[config.mk]
export PLATFORM = sky130hd
export DESIGN_NAME = serial_byte_deserializer_flat
export DESIGN_NICKNAME = d
export VERILOG_FILES = /design/src/rtl/serial_byte_deserializer_if.sv /design/src/rtl/serial_byte_deserializer.sv /design/src/flat_wrapper.sv
export SDC_FILE = /design/constraint.sdc
export NUM_CORES = 1
export LEC_CHECK = 0
export CELL_PAD_IN_SITES_DETAIL_PLACEMENT = 2
export CELL_PAD_IN_SITES_GLOBAL_PLACEMENT = 2
export CORE_ASPECT_RATIO = 0.5
export CORE_MARGIN = 2
export CORE_UTILIZATION = 28
export DETAILED_ROUTE_END_ITERATION = 8
export PLACE_DENSITY_LB_ADDON = 0.1
export SYNTH_ARGS = -nofsm -noshare
export SYNTH_HDL_FRONTEND = slang
export SYNTH_SLANG_ARGS = --single-unit
[constraint.sdc]
create_clock -name clk -period 1.5 [get_ports clk]
set_clock_uncertainty 0.05 [all_clocks]
set_input_delay 0.3 -clock clk [delete_from_list [all_inputs] [get_ports clk]]
set_output_delay 0.3 -clock clk [all_outputs]
set_load 0.01 [all_outputs]
[src/rtl/serial_byte_deserializer_if.sv]
// Serial-in / parallel-out bus bundle for the bit-order test bus deserializer.
// The master side is the deserializer; the slave side is the bit source plus word consumer.
interface serial_byte_deserializer_if #(
    parameter int WIDTH = 8
);
    localparam int COUNT_W = $clog2(WIDTH + 1);

    logic               bit_in;
    logic               bit_valid;
    logic               frame_start;
    logic [WIDTH-1:0]   out_bus;
    logic               out_valid;
    logic               out_ready;
    logic [COUNT_W-1:0] bit_count;
    logic               overrun;

    modport master (
        input  bit_in,
        input  bit_valid,
        input  frame_start,
        input  out_ready,
        output out_bus,
        output out_valid,
        output bit_count,
        output overrun
    );

    modport slave (
        output bit_in,
        output bit_valid,
        output frame_start,
        output out_ready,
        input  out_bus,
        input  out_valid,
        input  bit_count,
        input  overrun
    );
endinterface

[src/rtl/serial_byte_deserializer.sv]
// Collects a serial bit stream into WIDTH-bit words (MSB- or LSB-first) and offers each
// word through a single holding register with a valid/ready handshake.
module serial_byte_deserializer #(
    parameter int WIDTH     = 8,
    parameter bit MSB_FIRST = 1'b1
) (
    input  logic                        clk,
    input  logic                        rst_n,
    serial_byte_deserializer_if.master  bus
);
    localparam int                 COUNT_W  = $clog2(WIDTH + 1);
    localparam logic [COUNT_W-1:0] LAST_BIT = COUNT_W'(WIDTH - 1);

    typedef enum logic {
        EMPTY,
        FULL
    } hold_state_t;

    logic [WIDTH-1:0]   shift_q;
    logic [WIDTH-1:0]   shift_next;
    logic [WIDTH-1:0]   first_shift;
    logic [COUNT_W-1:0] count_q;
    logic [WIDTH-1:0]   hold_q;
    hold_state_t        hold_state;
    logic               overrun_q;
    logic               word_done;
    logic               accept_word;

    // first_shift is the register image after frame_start when a bit arrives on the same edge.
    generate
        if (MSB_FIRST) begin : g_msb_first
            assign shift_next  = {shift_q[WIDTH-2:0], bus.bit_in};
            assign first_shift = {{(WIDTH-1){1'b0}}, bus.bit_in};
        end else begin : g_lsb_first
            assign shift_next  = {bus.bit_in, shift_q[WIDTH-1:1]};
            assign first_shift = {bus.bit_in, {(WIDTH-1){1'b0}}};
        end
    endgenerate

    // frame_start wins over completion, so a word never completes on a realignment edge.
    assign word_done   = bus.bit_valid && !bus.frame_start && (count_q == LAST_BIT);
    assign accept_word = word_done && ((hold_state == EMPTY) || bus.out_ready);

    // NOTE: every register here uses non-blocking assignment so all state updates
    // from the same edge see pre-edge values, which back-to-back completion relies on.
    always_ff @(posedge clk or negedge rst_n) begin
        if (!rst_n) begin
            // NOTE: the holding register is a plain flop bank, not memory, so it is cleared
            // with everything else and out_bus reads 0 straight out of reset.
            shift_q    <= '0;
            count_q    <= '0;
            hold_q     <= '0;
            hold_state <= EMPTY;
            overrun_q  <= 1'b0;
        end else begin
            if (bus.frame_start) begin
                count_q   <= bus.bit_valid ? COUNT_W'(1) : '0;
                shift_q   <= bus.bit_valid ? first_shift : '0;
                overrun_q <= 1'b0;
            end else if (bus.bit_valid) begin
                if (count_q == LAST_BIT) begin
                    count_q <= '0;
                    shift_q <= '0;
                end else begin
                    count_q <= count_q + COUNT_W'(1);
                    shift_q <= shift_next;
                end
            end

            if (word_done) begin
                if (accept_word) begin
                    hold_q     <= shift_next;
                    hold_state <= FULL;
                end else begin
                    overrun_q  <= 1'b1;
                end
            end else if ((hold_state == FULL) && bus.out_ready) begin
                hold_state <= EMPTY;
            end
        end
    end

    assign bus.out_bus   = hold_q;
    assign bus.out_valid = (hold_state == FULL);
    assign bus.bit_count = count_q;
    assign bus.overrun   = overrun_q;
endmodule

[src/flat_wrapper.sv]
// flat-port wrapper written by rule: the top's interface ports become plain ports
module serial_byte_deserializer_flat 
#(
    parameter int WIDTH     = 8,
    parameter bit MSB_FIRST = 1'b1
)
  (clk, rst_n, bus_bit_in, bus_bit_valid, bus_frame_start, bus_out_ready, bus_out_bus, bus_out_valid, bus_bit_count, bus_overrun);
  serial_byte_deserializer_if #(.WIDTH(WIDTH)) bus_i ();
  input  logic clk;
  input  logic rst_n;
  input wire logic [$bits(bus_i.bit_in)-1:0] bus_bit_in;
  input wire logic [$bits(bus_i.bit_valid)-1:0] bus_bit_valid;
  input wire logic [$bits(bus_i.frame_start)-1:0] bus_frame_start;
  input wire logic [$bits(bus_i.out_ready)-1:0] bus_out_ready;
  output wire logic [$bits(bus_i.out_bus)-1:0] bus_out_bus;
  output wire logic [$bits(bus_i.out_valid)-1:0] bus_out_valid;
  output wire logic [$bits(bus_i.bit_count)-1:0] bus_bit_count;
  output wire logic [$bits(bus_i.overrun)-1:0] bus_overrun;
  assign bus_i.bit_in = bus_bit_in;
  assign bus_i.bit_valid = bus_bit_valid;
  assign bus_i.frame_start = bus_frame_start;
  assign bus_i.out_ready = bus_out_ready;
  assign bus_out_bus = bus_i.out_bus;
  assign bus_out_valid = bus_i.out_valid;
  assign bus_bit_count = bus_i.bit_count;
  assign bus_overrun = bus_i.overrun;
  serial_byte_deserializer #(.WIDTH(WIDTH), .MSB_FIRST(MSB_FIRST)) u_core (.clk(clk), .rst_n(rst_n), .bus(bus_i));
endmodule
==> metrics, run 1 <==
final hold vios=0; via count=646; Core Region=between 2000 and 3000 um^2; # diodes=0; setup TNS=-495.3 ps; initial antenna violation count=0; largest net degree at the start of global routing=22; leak pwr=0.6649 nW; failing checks=negative setup slack; Hold/Removal Path Class=input pin to asynchronous set/reset pin; # rows=14; WS Path Type=flip-flop to flip-flop; Synth warnings=0; main combinational cell family by area after synthesis=simple AND/OR/NAND/NOR gates; status=finished, violations left; slowest cell on the critical path=dfrtp_1; io pins=20; post-detail-place hpwl=~1.6 mm; clock insertion delay at the later pin of the skew report=260 ps; Port-buffer cells=19; flops & latches, synth=21; Global Route Usage Sum=~14%; drt via density=between 4 and 5; Routed Wire Length=2.169 mm; DR DRC count=0; crit path max fanout=8; fmax=about 640 MHz; synth unique cells=22; reg2reg end=u_core.bus.out_bus[0]; Setup crit start kind=flip-flop; dpl cells=between 100 and 150; power per cell area=between 800 and 900 nW/um^2; starting density of the core=between 20% and 30%; Die X=slightly above 80 um; Final Instance Count excl. Fillers=approximately 140; Net Count, Synth=70; placer congestion estimate=0.7210; GRT Residual Overflow=0; Core Util, Final=between 40 and 50%; final count of pins violating max slew=0; CTS tree=built; CP arrival=about 1700 ps; Final WS setup=-70.30 ps; Post-Synthesis Cells=63; Slew HR=about four fifths; fin crit share=104.7%; worst endpoint required time=roughly 1600 ps; Synth Area in Compound Gates=approximately a tenth; drt pass-1 iters=2; Overall Power=between 1 and 1.5 mW; unrepaired setup endpoints after global routing=yes; initial drt markers=28; simple-gate share of the synthesized area=13.78%; Die H=between 40 and 50 um; Clock Pin Slew Worst Setup and Hold Paths=~80 ps; final worst path period need=about 1600 ps; Num CTS Buffers=3; critical-path cell list=ha_2 -> nand3b_1 -> nor3b_4 -> buf_12 -> mux2_4; Longest Clk Path Bufs=2; Peak supply drop=about 0.34 mV; pin slew with the least headroom to its limit=around 320 ps; Clock Sinks=21; post-synthesis mux area share=a little under an eighth; Final setup viols=9; Final Hold Slack=about 330 ps; hold_buf cts=0; WL/cell=between 15 and 20 um; H-tree depth=1; vias in the first global route=a little over 700; max cap viols=0; antenna viol nets, final=0; Seq/Total Area, Yosys=61.58%; Cell Area, Synth=roughly 850 um^2; commonest cells after routing, fill and taps aside=dfrtp_1, dlygate4sd2_1, buf_4; reg-to-reg slack, setup=-70 ps; worst r2r src=u_core.bus.bit_count[0]; nets=about 110; die area=between 3000 and 4000 um^2; Reg2Reg Depth=5; XOR/XNOR Fraction of Synth Area=under 10%; Worst Setup End Kind=flip-flop; most common cell after layout, fill and taps aside=dfrtp_1; slowest stage delay, CP=360 ps; Post-Syn Area per Cell=~14 um^2; first-pass GRT wire length=~3.7 mm; CTS root buffer=clkbuf_8; proportion of layout cells with a drive suffix above 1=33.33%; Synth Area in Adders=under 10%; synth-to-layout area growth=50.88%
==> critical path, delay by kind of cell, from the launching register on <==
kind | cells | cell delay (ps)
and+or+nand+nor | 2 | 370
DFF | 1 | 360
muxes | 1 | 300
adders and majority gates | 1 | 200
buffers and inverters | 1 | 170
==> final cells by class <==
| type | instances | area, um^2 |
|---|---|---|
| well taps | 40 | 50.05 |
| clock buffers | 3 | 41.29 |
| clock inverters | 1 | 5.005 |
| fillers | 323 | 1673 |
| repair buffers | 33 | 299.0 |
| multi-input cells | 40 | 362.8 |
| flip-flops and latches | 21 | 525.5 |
| inverters | 1 | 3.754 |
==> metrics by stage <==
stage          area, um^2  setup WS (ps)
2_1_floorplan       853.3         -148.7
3_3_place_gp         1184         -279.9
3_5_place_dp         1184         -356.7
4_1_cts              1259         -119.8
5_1_grt              1287         -153.6
6_report             1287         -70.30
==> repair_timing <==
action                                  CTS  global route
endpoints found under the hold margin     0             0
pin swaps                                 5             5
gates resized for setup                  22            12
buffers inserted                          3             1
endpoints found under the setup margin   28            20
==> power by group <==
| group | internal [mW] | switching (mW) | total [mW] |
|---|---|---|---|
| sequential | 0.580 | 0.00957 | 0.589 |
| combinational | 0.0730 | 0.0646 | 0.138 |
| clock | 0.185 | 0.188 | 0.373 |
==> flip-flops by register name, summed over array words and instances (netlist names) <==
signal                flops
u_core.bus.out_bus        8
u_core.bus.bit_count      4
u_core.bus.out_valid      1
u_core.shift_q            7
u_core.bus.overrun        1
==> Yosys cell counts, drive strengths merged <==
library cell	number	area, um^2
a21oi	1	5.000
a22o	6	52.55
and3b	1	8.760
clkbuf	1	5.000
dfrtp	21	525.5
ha	1	12.51
inv	1	3.750
mux2	8	90.09
mux2i	1	10.01
nand2	5	18.77
nand2b	3	26.27
nand3b	1	7.510
nand4	1	6.260
nor2	5	18.77
nor2b	1	6.260
nor3b	1	18.77
o211ai	1	7.510
o22a	1	8.760
o22ai	1	6.260
or3	1	6.260
xor2	1	8.760
==> routing by layer <==
layer  part of all wire [%]  vias to the layer above  track usage [%]  wire, um
met1                     44                      335            17.65       955
met5                      0                        -                0         0
li1                       -                      295                -         -
met3                    5.3                        2            6.170       116
met4                   0.28                        0            2.000         6
met2                     50                       14            24.55      1091
==> worst max path at each step <==
stage,from,endpoint,depth (start not counted)
after floorplan,u_core.bus.bit_count[0],u_core.bus.out_bus[0],4
after global placement,bus_bit_valid,u_core.bus.out_bus[6],5
after detailed placement,bus_frame_start,u_core.bus.out_bus[0],5
after CTS,u_core.bus.bit_count[0],u_core.bus.out_bus[1],5
after global routing,u_core.bus.bit_count[1],u_core.bus.out_bus[0],5
final,u_core.bus.bit_count[0],u_core.bus.out_bus[0],5
==> logic make-up (layout without fill, tap and decap cells) <==
family	after synthesis	in the layout
AO/OA/AOI/OAI	10	10
XOR/XNOR	1	1
adder cells (fa/ha/maj)	1	1
buffers and inverters	2	38
flip-flops	21	21
multiplexers	9	9
AND/OR/NAND/NOR	19	19
No activity file was read; power rests on OpenSTA's default activity.
==> run 2, diff against run 1 <==
--- a/config.mk
+++ b/config.mk
@@ -5,6 +5,7 @@
 export SDC_FILE = /design/constraint.sdc
 export NUM_CORES = 1
 export LEC_CHECK = 0
+export CAP_MARGIN = 20
 export CELL_PAD_IN_SITES_DETAIL_PLACEMENT = 2
 export CELL_PAD_IN_SITES_GLOBAL_PLACEMENT = 2
 export CORE_ASPECT_RATIO = 0.5
==> results of run 2 <==
No change in the layout: final DEF, timing and power equal those of run 1.
==> run 3, diff against run 2 <==
--- a/config.mk
+++ b/config.mk
@@ -16,3 +16,4 @@
 export SYNTH_ARGS = -nofsm -noshare
 export SYNTH_HDL_FRONTEND = slang
 export SYNTH_SLANG_ARGS = --single-unit
+export TNS_END_PERCENT = 100
==> results of run 3 <==
No change in the layout: final DEF, timing and power equal those of run 1.
